$ cat src/rtl/darkspi_resp.sv
// darkspi_resp: SPI mode-0 responder, pins oversampled in the CLK domain.
// Deserialises MOSI into RX strobes, serialises a one-entry TX holding register.
module darkspi_resp #(
    parameter int               WIDTH = 8,
    parameter logic [WIDTH-1:0] FILL  = {WIDTH{1'b1}}
) (
    input  logic             CLK,
    input  logic             RES,
    input  logic             SPI_SCK,
    input  logic             SPI_CSN,
    input  logic             SPI_MOSI,
    output logic             SPI_MISO,
    output logic             SPI_MISO_OE,
    input  logic [WIDTH-1:0] TX_DATA,
    input  logic             TX_VALID,
    output logic             TX_READY,
    output logic [WIDTH-1:0] RX_DATA,
    output logic             RX_VALID,
    output logic             UNDERRUN,
    input  logic             UNDERRUN_CLR,
    output logic             BUSY
);

    localparam int CW = (WIDTH > 2) ? $clog2(WIDTH) : 1;

    typedef enum logic {
        IDLE,
        ACTIVE
    } state_t;

    state_t state_q, state_d;

    logic sck_s1, sck_s2, sck_h;
    logic csn_s1, csn_s2, csn_h;
    logic mosi_s1, mosi_s2;
    logic [1:0] fresh;
    logic csn_arm;

    logic [WIDTH-1:0] hold_q;
    logic             hold_full;
    logic [WIDTH-1:0] tx_shift;
    logic [WIDTH-1:0] rx_shift;
    logic [CW-1:0]    bitcnt;
    logic             load_armed;
    logic [WIDTH-1:0] rx_data_q;
    logic             rx_valid_q;
    logic             underrun_q;

    logic sck_rise, sck_fall, csn_fall, csn_rise;
    logic word_done, do_load, go_idle, wr_accept;

    always_ff @(posedge CLK) begin
        if (RES) begin
            sck_s1  <= 1'b0;
            sck_s2  <= 1'b0;
            sck_h   <= 1'b0;
            csn_s1  <= 1'b1;
            csn_s2  <= 1'b1;
            csn_h   <= 1'b1;
            mosi_s1 <= 1'b0;
            mosi_s2 <= 1'b0;
            fresh   <= 2'b00;
            csn_arm <= 1'b0;
        end else begin
            sck_s1  <= SPI_SCK;
            sck_s2  <= sck_s1;
            sck_h   <= sck_s2;
            csn_s1  <= SPI_CSN;
            csn_s2  <= csn_s1;
            csn_h   <= csn_s2;
            mosi_s1 <= SPI_MOSI;
            mosi_s2 <= mosi_s1;
            fresh   <= {fresh[0], 1'b1};
            // A CSN held low across reset must be seen high from the pin first.
            if (fresh[1] && csn_s2)
                csn_arm <= 1'b1;
        end
    end

    assign sck_rise  = sck_s2 & ~sck_h;
    assign sck_fall  = ~sck_s2 & sck_h;
    assign csn_fall  = csn_arm & csn_h & ~csn_s2;
    assign csn_rise  = ~csn_h & csn_s2;
    assign word_done = sck_rise && (bitcnt == CW'(WIDTH - 1));
    assign wr_accept = TX_VALID & ~hold_full;

    always_ff @(posedge CLK) begin
        if (RES)
            state_q <= IDLE;
        else
            state_q <= state_d;
    end

    always_comb begin
        state_d = state_q;
        do_load = 1'b0;
        go_idle = 1'b0;
        unique case (state_q)
            IDLE: begin
                if (csn_fall) begin
                    state_d = ACTIVE;
                    do_load = 1'b1;
                end
            end
            ACTIVE: begin
                if (csn_rise) begin
                    state_d = IDLE;
                    go_idle = 1'b1;
                end else if (sck_fall && load_armed) begin
                    do_load = 1'b1;
                end
            end
        endcase
    end

    always_ff @(posedge CLK) begin
        if (RES) begin
            tx_shift   <= {WIDTH{1'b1}};
            rx_shift   <= '0;
            bitcnt     <= '0;
            load_armed <= 1'b0;
            rx_data_q  <= '0;
            rx_valid_q <= 1'b0;
        end else begin
            rx_valid_q <= 1'b0;
            if (go_idle) begin
                tx_shift   <= {WIDTH{1'b1}};
                rx_shift   <= '0;
                bitcnt     <= '0;
                load_armed <= 1'b0;
            end else if (do_load) begin
                tx_shift   <= hold_full ? hold_q : FILL;
                bitcnt     <= '0;
                load_armed <= 1'b0;
            end else if (state_q == ACTIVE && sck_rise) begin
                rx_shift <= {rx_shift[WIDTH-2:0], mosi_s2};
                if (word_done) begin
                    rx_data_q  <= {rx_shift[WIDTH-2:0], mosi_s2};
                    rx_valid_q <= 1'b1;
                    bitcnt     <= '0;
                    load_armed <= 1'b1;
                end else begin
                    bitcnt <= bitcnt + CW'(1);
                end
            end else if (state_q == ACTIVE && sck_fall) begin
                tx_shift <= {tx_shift[WIDTH-2:0], 1'b0};
            end
        end
    end

    // A load from an empty register leaves a same-cycle write in place.
    always_ff @(posedge CLK) begin
        if (RES) begin
            hold_q     <= '0;
            hold_full  <= 1'b0;
            underrun_q <= 1'b0;
        end else begin
            if (do_load && hold_full) begin
                hold_full <= 1'b0;
            end else if (wr_accept) begin
                hold_full <= 1'b1;
                hold_q    <= TX_DATA;
            end
            if (do_load && !hold_full)
                underrun_q <= 1'b1;
            else if (UNDERRUN_CLR)
                underrun_q <= 1'b0;
        end
    end

    assign SPI_MISO    = tx_shift[WIDTH-1];
    assign SPI_MISO_OE = ~csn_s2;
    assign TX_READY    = ~hold_full;
    assign RX_DATA     = rx_data_q;
    assign RX_VALID    = rx_valid_q;
    assign UNDERRUN    = underrun_q;
    assign BUSY        = (state_q == ACTIVE);

endmodule

$ cat config.mk
export PLATFORM = sky130hd
export DESIGN_NAME = darkspi_resp
export DESIGN_NICKNAME = d
export VERILOG_FILES = /design/src/rtl/darkspi_resp.sv
export SDC_FILE = /design/constraint.sdc
export NUM_CORES = 1
export LEC_CHECK = 0
export CAP_MARGIN = 40
export CORE_ASPECT_RATIO = 1.25
export CORE_MARGIN = 1.5
export CORE_UTILIZATION = 53
export CTS_BUF_LIST = sky130_fd_sc_hd__clkbuf_8 sky130_fd_sc_hd__clkbuf_16
export DETAILED_ROUTE_END_ITERATION = 16
export GPL_ROUTABILITY_DRIVEN = 0
export GPL_TIMING_DRIVEN = 0
export MAX_ROUTING_LAYER = met4
export PLACE_DENSITY = 0.88
export SYNTH_ARGS = -nofsm -noshare
export SYNTH_HDL_FRONTEND = slang
export SYNTH_SLANG_ARGS = --single-unit
$ cat constraint.sdc
create_clock -name CLK -period 1.7 [get_ports CLK]
set_clock_uncertainty 0.15 [all_clocks]
set_input_delay 0.17 -clock CLK [delete_from_list [all_inputs] [get_ports CLK]]
set_output_delay 0.17 -clock CLK [all_outputs]
set_load 0.01 [all_outputs]
==> results.json, run 1 <==
{
  "seqPwrFrac_pct": 55.3,
  "power_frac_clock_pct": 36.8,
  "cts_root_buf": "clkbuf_8",
  "syn_to_final_growth_pct": 23.1,
  "p_switching_uw": 500,
  "cp_slowest_cell": "dfxtp_1",
  "tightest_slew_ns": 0.445,
  "drt-initial-drc-count": 56,
  "outcome": "complete, no violations",
  "ys_seq_area_share_pct": 48.4,
  "io_pins": 29,
  "grt_usage_pct": 20.8,
  "syn_inst": 211,
  "htreeDepth": 2,
  "static-leakage-power_uw": 0.000952,
  "ys.flop_type": "dfxtp_1",
  "ir_worst_vdd_uv": 684,
  "total_power_uw": 2220,
  "async_flop_share_pct": 0,
  "antenna_found_initial": 0,
  "grt_pass1_vias": 1455,
  "crit_path_start_kind": "flop",
  "syn_nets": 228,
  "ys_ff_latch": 50,
  "grt_max_degree": 16,
  "synth_top_area_cell": "dfxtp_1",
  "wl_per_cell_um": 13.4,
  "final_area_um2": 2550,
  "slowest_delay_ns": 0.48,
  "drc_errors": 0,
  "vias": 1591,
  "crit_fanout": 5,
  "cts_tree": "yes",
  "top_layer": "met4",
  "rows": 25,
  "start_util_pct": 55.1,
  "fill_cells": 289,
  "cp_cell_sequence": "inv_2 -> clkdlybuf4s50_1",
  "io_buffers": 28,
  "synth_common_cells": "dfxtp_1 (50), nand2_1 (50), a21oi_1 (17)",
  "fmax_ghz": 0.601,
  "final_cells": 290,
  "cts.sinks": 50,
  "diodes": 0,
  "synth.top_cell.area_share_pct": 48.4,
  "max_slew_margin_pct": 70.3,
  "drtPass1Iterations": 4,
  "syn_area_um2": 2070,
  "dieHeight_um": 72.8,
  "m1WireLength_um": 1650,
  "slew_violations": 0,
  "routed_wl_um": 3880,
  "drive_above_1_share_pct": 16.8,
  "grt_overflow": 0,
  "wl_met3_um": 150,
  "setup_viol": 0,
  "clk_pin_slew_ns": 0.09,
  "drv_cap": 0,
  "cts_made_buffers": 5,
  "powerDensity_nw_per_um2": 871,
  "grt_first_pass_wirelength_um": 6510,
  "cts_hold_buf": 0,
  "seqCellArea_um2": 1000,
  "wl_met2_um": 2010,
  "core_area_um2": 3750,
  "combPwrFrac_pct": 7.9,
  "avgSynthCellArea_um2": 9.80,
  "switching_share_pct": 22.5,
  "multi_input_area_um2": 967,
  "fin_crit_ns": 1.66,
  "synthTopCellsByArea": "dfxtp_1 (48%), nand2_1 (9.1%), o2111ai_2 (5.1%)",
  "arrival_ns": 1.34,
  "via_per_inst": 5.49,
  "crit_required_ns": 1.38,
  "final_nets": 266,
  "cts_max_path_buffers": 2,
  "die_area_um2": 4290,
  "ys_warn_count": 0,
  "cell_internal_pwr_uw": 1720,
  "worstSetupEndpointType": "output port",
  "clock_latency_ns": 0.30,
  "path_class": "reg -> out",
  "post-route-period-util_pct": 97.9,
  "place_area_um2": 2400,
  "synth.distinct_cells": 36,
  "fp.dieW_um": 58.9,
  "hpwl_um": 2740,
  "ant_nets": 0,
  "dp_cells": 279,
  "synth_edf_count": 0,
  "hp-class": "in -> reg",
  "finalHoldViolations": 0
}
==> path summary, 6_finish.rpt <==
path | startpoint | to | slack [ns] | depth (start not counted)
setup / recovery | hold_full | TX_READY | 0.04 | 2
hold / removal | TX_DATA[4] | hold_q[4] | 0.26 | 3
setup reg to reg | bitcnt[1] | RX_DATA[2] | 0.08 | 6
hold reg to reg | csn_s1 | csn_s2 | 0.27 | 1
==> repair_timing <==
action                     4_1_cts  5_1_grt
setup endpoints to repair        9        8
resized for setup                1        2
pin swaps                        1        1
setup buffers                    2        1
==> final cells by class <==
cell class	count	share of cell area, %
Tap cell	40	1.97
Sequential cell	50	39.4
Inverter	4	0.590
Clock inverter	3	1.57
Clock buffer	5	2.70
Buffer	13	3.44
Multi-Input combinational cell	144	38.0
Timing Repair Buffer	31	12.4
==> logic make-up after synthesis <==
logic type	synth area share, %
compound gates	18.1
mux	4.36
flops	48.4
fa+ha+maj	1.21
buf+inv	4.96
simple gates	23.0
==> registers in the layout, summed over array words and instances, names as in the netlist, 2 cells and up <==
register  count
RX_DATA       8
hold_q        8
tx_shift      8
rx_shift      7
bitcnt        3
fresh         2
==> metal layers <==
metal | vias to the layer above | GRT usage (%)
met5 | - | -
met3 | 5 | 5.85
li1 | 805 | -
met1 | 748 | 22.2
met2 | 33 | 36.0
met4 | 0 | 7.58
==> power groups by stage <==
stage | combinational, uW | sequential, uW | clock [uW]
finish | 175 | 1230 | 817
global route | 193 | 1230 | 885
CTS | 177 | 1230 | 831
detailed placement | 171 | 1250 | 0
global placement | 167 | 1250 | 0
floorplan | 105 | 1250 | 0
==> metrics by stage <==
step	util (%)	hold WS, ns	TNS (ns)	setup WS, ns
after global placement	63.9	0.236	-0.0122	-0.0122
after CTS	67.5	0.252	0	0.0163
after detailed placement	63.9	0.250	-0.0193	-0.00982
after global routing	67.8	0.261	-0.0356	-0.0214
final	67.8	0.257	0	0.0361
after floorplan	-	0.117	0	0.200
==> critical path: cells and delay by family, from the launching register on <==
family / cells / cell delay, ns
DFF: 1 / 0.48
buffers and inverters: 2 / 0.56
==> cells in the final DEF (no fill, tap or decap), types with 5 or more instances in the layout <==
cell | netlist | final
clkbuf_8 | 0 | 5
nor2_1 | 9 | 9
nor2b_1 | 7 | 7
a21oi_1 | 17 | 17
clkbuf_1 | 7 | 7
o211ai_1 | 7 | 7
clkdlybuf4s50_1 | 0 | 28
nand2_1 | 50 | 50
o2111ai_2 | 7 | 7
mux2i_1 | 9 | 9
buf_6 | 5 | 5
dfxtp_1 | 50 | 49
nand3_1 | 9 | 9
No activity file was read; power rests on OpenSTA's default activity.
==> inputs of run 2 (changes only) <==
--- a/config.mk
+++ b/config.mk
@@ -7,12 +7,12 @@
 export LEC_CHECK = 0
 export CAP_MARGIN = 40
 export CORE_ASPECT_RATIO = 1.25
-export CORE_MARGIN = 1.5
+export CORE_MARGIN = 2
 export CORE_UTILIZATION = 53
 export CTS_BUF_LIST = sky130_fd_sc_hd__clkbuf_8 sky130_fd_sc_hd__clkbuf_16
 export DETAILED_ROUTE_END_ITERATION = 16
 export GPL_ROUTABILITY_DRIVEN = 0
-export GPL_TIMING_DRIVEN = 0
+export GPL_TIMING_DRIVEN = 1
 export MAX_ROUTING_LAYER = met4
 export PLACE_DENSITY = 0.88
 export SYNTH_ARGS = -nofsm -noshare
==> run 2 against run 1 <==
Against the previous run:
- largest power group unchanged
- sequential power about the same
- sequential cell count unchanged
- critical path type unchanged
- die area up 3.1%
- first-iteration DRC count is the same
- hold slack worse by 0.0038 ns
- register-to-register slack barely moved
- worst setup slack improved by 0.024 ns
- clock-buffer cell count rose by 1
==> results.json, run 2 (synthesis results as in run 1) <==
{
  "outcome": "complete, no violations",
  "crit_path_start_kind": "flop",
  "mostFrequentLayoutCells": "nand2_1 (50), dfxtp_1 (47), clkdlybuf4s50_1 (28)",
  "cts_hold_buf": 0,
  "fp.dieW_um": 59.9,
  "max_slew_margin_pct": 70.7,
  "grt_max_degree": 21,
  "final_area_um2": 2570,
  "arrival_ns": 1.32,
  "combPwrFrac_pct": 7.7,
  "finalHoldViolations": 0,
  "routed_wl_um": 4080,
  "cts.sinks": 50,
  "power_frac_clock_pct": 37.9,
  "htreeDepth": 2,
  "layout_commonest_cell": "nand2_1",
  "slowest_delay_ns": 0.57,
  "ant_nets": 0,
  "io_pins": 29,
  "drive_above_1_share_pct": 19.4,
  "dieHeight_um": 73.8,
  "powerDensity_nw_per_um2": 879,
  "diodes": 0,
  "place_area_um2": 2420,
  "grt_usage_pct": 21.0,
  "crit_fanout": 9,
  "cts_tree": "yes",
  "drc_errors": 0,
  "io_buffers": 28,
  "fin_crit_ns": 1.64,
  "hold_slack_ns": 0.254,
  "clk_pin_slew_ns": 0.09,
  "cp_cell_sequence": "clkdlybuf4s50_1",
  "critPathBufInv": 1,
  "grt_first_pass_wirelength_um": 6730,
  "drt-initial-drc-count": 56,
  "grt_pass1_vias": 1579,
  "final_nets": 265,
  "seqPwrFrac_pct": 54.5,
  "crit_required_ns": 1.38,
  "fill_cells": 291,
  "setup_viol": 0,
  "hpwl_um": 2850,
  "min_from": "TX_DATA[6]",
  "switching_share_pct": 22.1,
  "antenna_found_initial": 0,
  "clock_latency_ns": 0.30,
  "core_area_um2": 3750,
  "wl_per_cell_um": 14.2,
  "start_util_pct": 55.1,
  "drtPass1Iterations": 4,
  "slew_violations": 0,
  "cts_max_path_buffers": 2,
  "vias": 1592,
  "crit_family": "buffers and inverters",
  "cts_root_buf": "clkbuf_8",
  "path_class": "reg -> out",
  "syn_to_final_growth_pct": 24.1,
  "static-leakage-power_uw": 0.000975,
  "fmax_ghz": 0.610,
  "ir_worst_vdd_uv": 578,
  "grt_overflow": 0,
  "drv_cap": 0,
  "p_switching_uw": 500,
  "hp-class": "in -> reg",
  "cell_internal_pwr_uw": 1760,
  "crit_start": "BUSY",
  "worstSetupEndpointType": "output port",
  "cts_made_buffers": 5,
  "worstReg2RegStart": "bitcnt[1]",
  "tightest_slew_ns": 0.440,
  "rows": 25,
  "post-route-period-util_pct": 96.5,
  "finish.utilization_pct": 68.4,
  "cp_slowest_cell": "clkdlybuf4s50_1",
  "via_per_inst": 5.53,
  "die_area_um2": 4420
}
## run 2: path summary, 6_finish.rpt
path / to / slack [ns] / depth (start not counted)
worst max-delay path: BUSY / 0.06 / 1
worst min-delay path: hold_q[6] / 0.25 / 3
worst max register to register: RX_DATA[4] / 0.07 / 6
worst min register to register: csn_s2 / 0.27 / 1
## run 2: layer usage
layer | share of wire, % | global-route usage (%) | vias up
li1 | - | - | 799
met2 | 51 | 36.0 | 26
met5 | 0 | - | -
met3 | 3.0 | 3.70 | 10
met4 | 2.5 | 11.1 | 0
met1 | 44 | 22.4 | 757
## run 2: cell type report
type | instances | area, um2 | share of cell area [%]
well taps | 40 | 50.0 | 1.95
flip-flops and latches | 50 | 1000 | 39.1
clock inverters | 1 | 30.0 | 1.17
inverters | 4 | 15.0 | 0.585
repair buffers | 43 | 418 | 16.3
clock buffers | 6 | 82.6 | 3.22
multi-input cells | 144 | 967 | 37.7
## run 2: power groups by stage
stage	logic [uW]	registers, uW	clock network [uW]
finish	173	1230	855
global route	191	1230	911
CTS	174	1230	853
detailed placement	173	1250	0
global placement	169	1250	0
floorplan	105	1250	0
## run 2: repair_timing
item,in CTS,in global routing
endpoints found under the setup margin,2,8
setup buffers,1,1
pin swaps,1,1
resized for setup,1,3
## run 2: metrics by stage
step                setup TNS [ns]  power (uW)  setup WS [ns]  cells
finish                           0        2260         0.0602    288
global route              -0.00511        2330       -0.00511    288
floorplan                        0        1350          0.200    211
CTS                              0        2250         0.0243    287
global placement                 0        1420          0.110    279
detailed placement               0        1430         0.0410    279
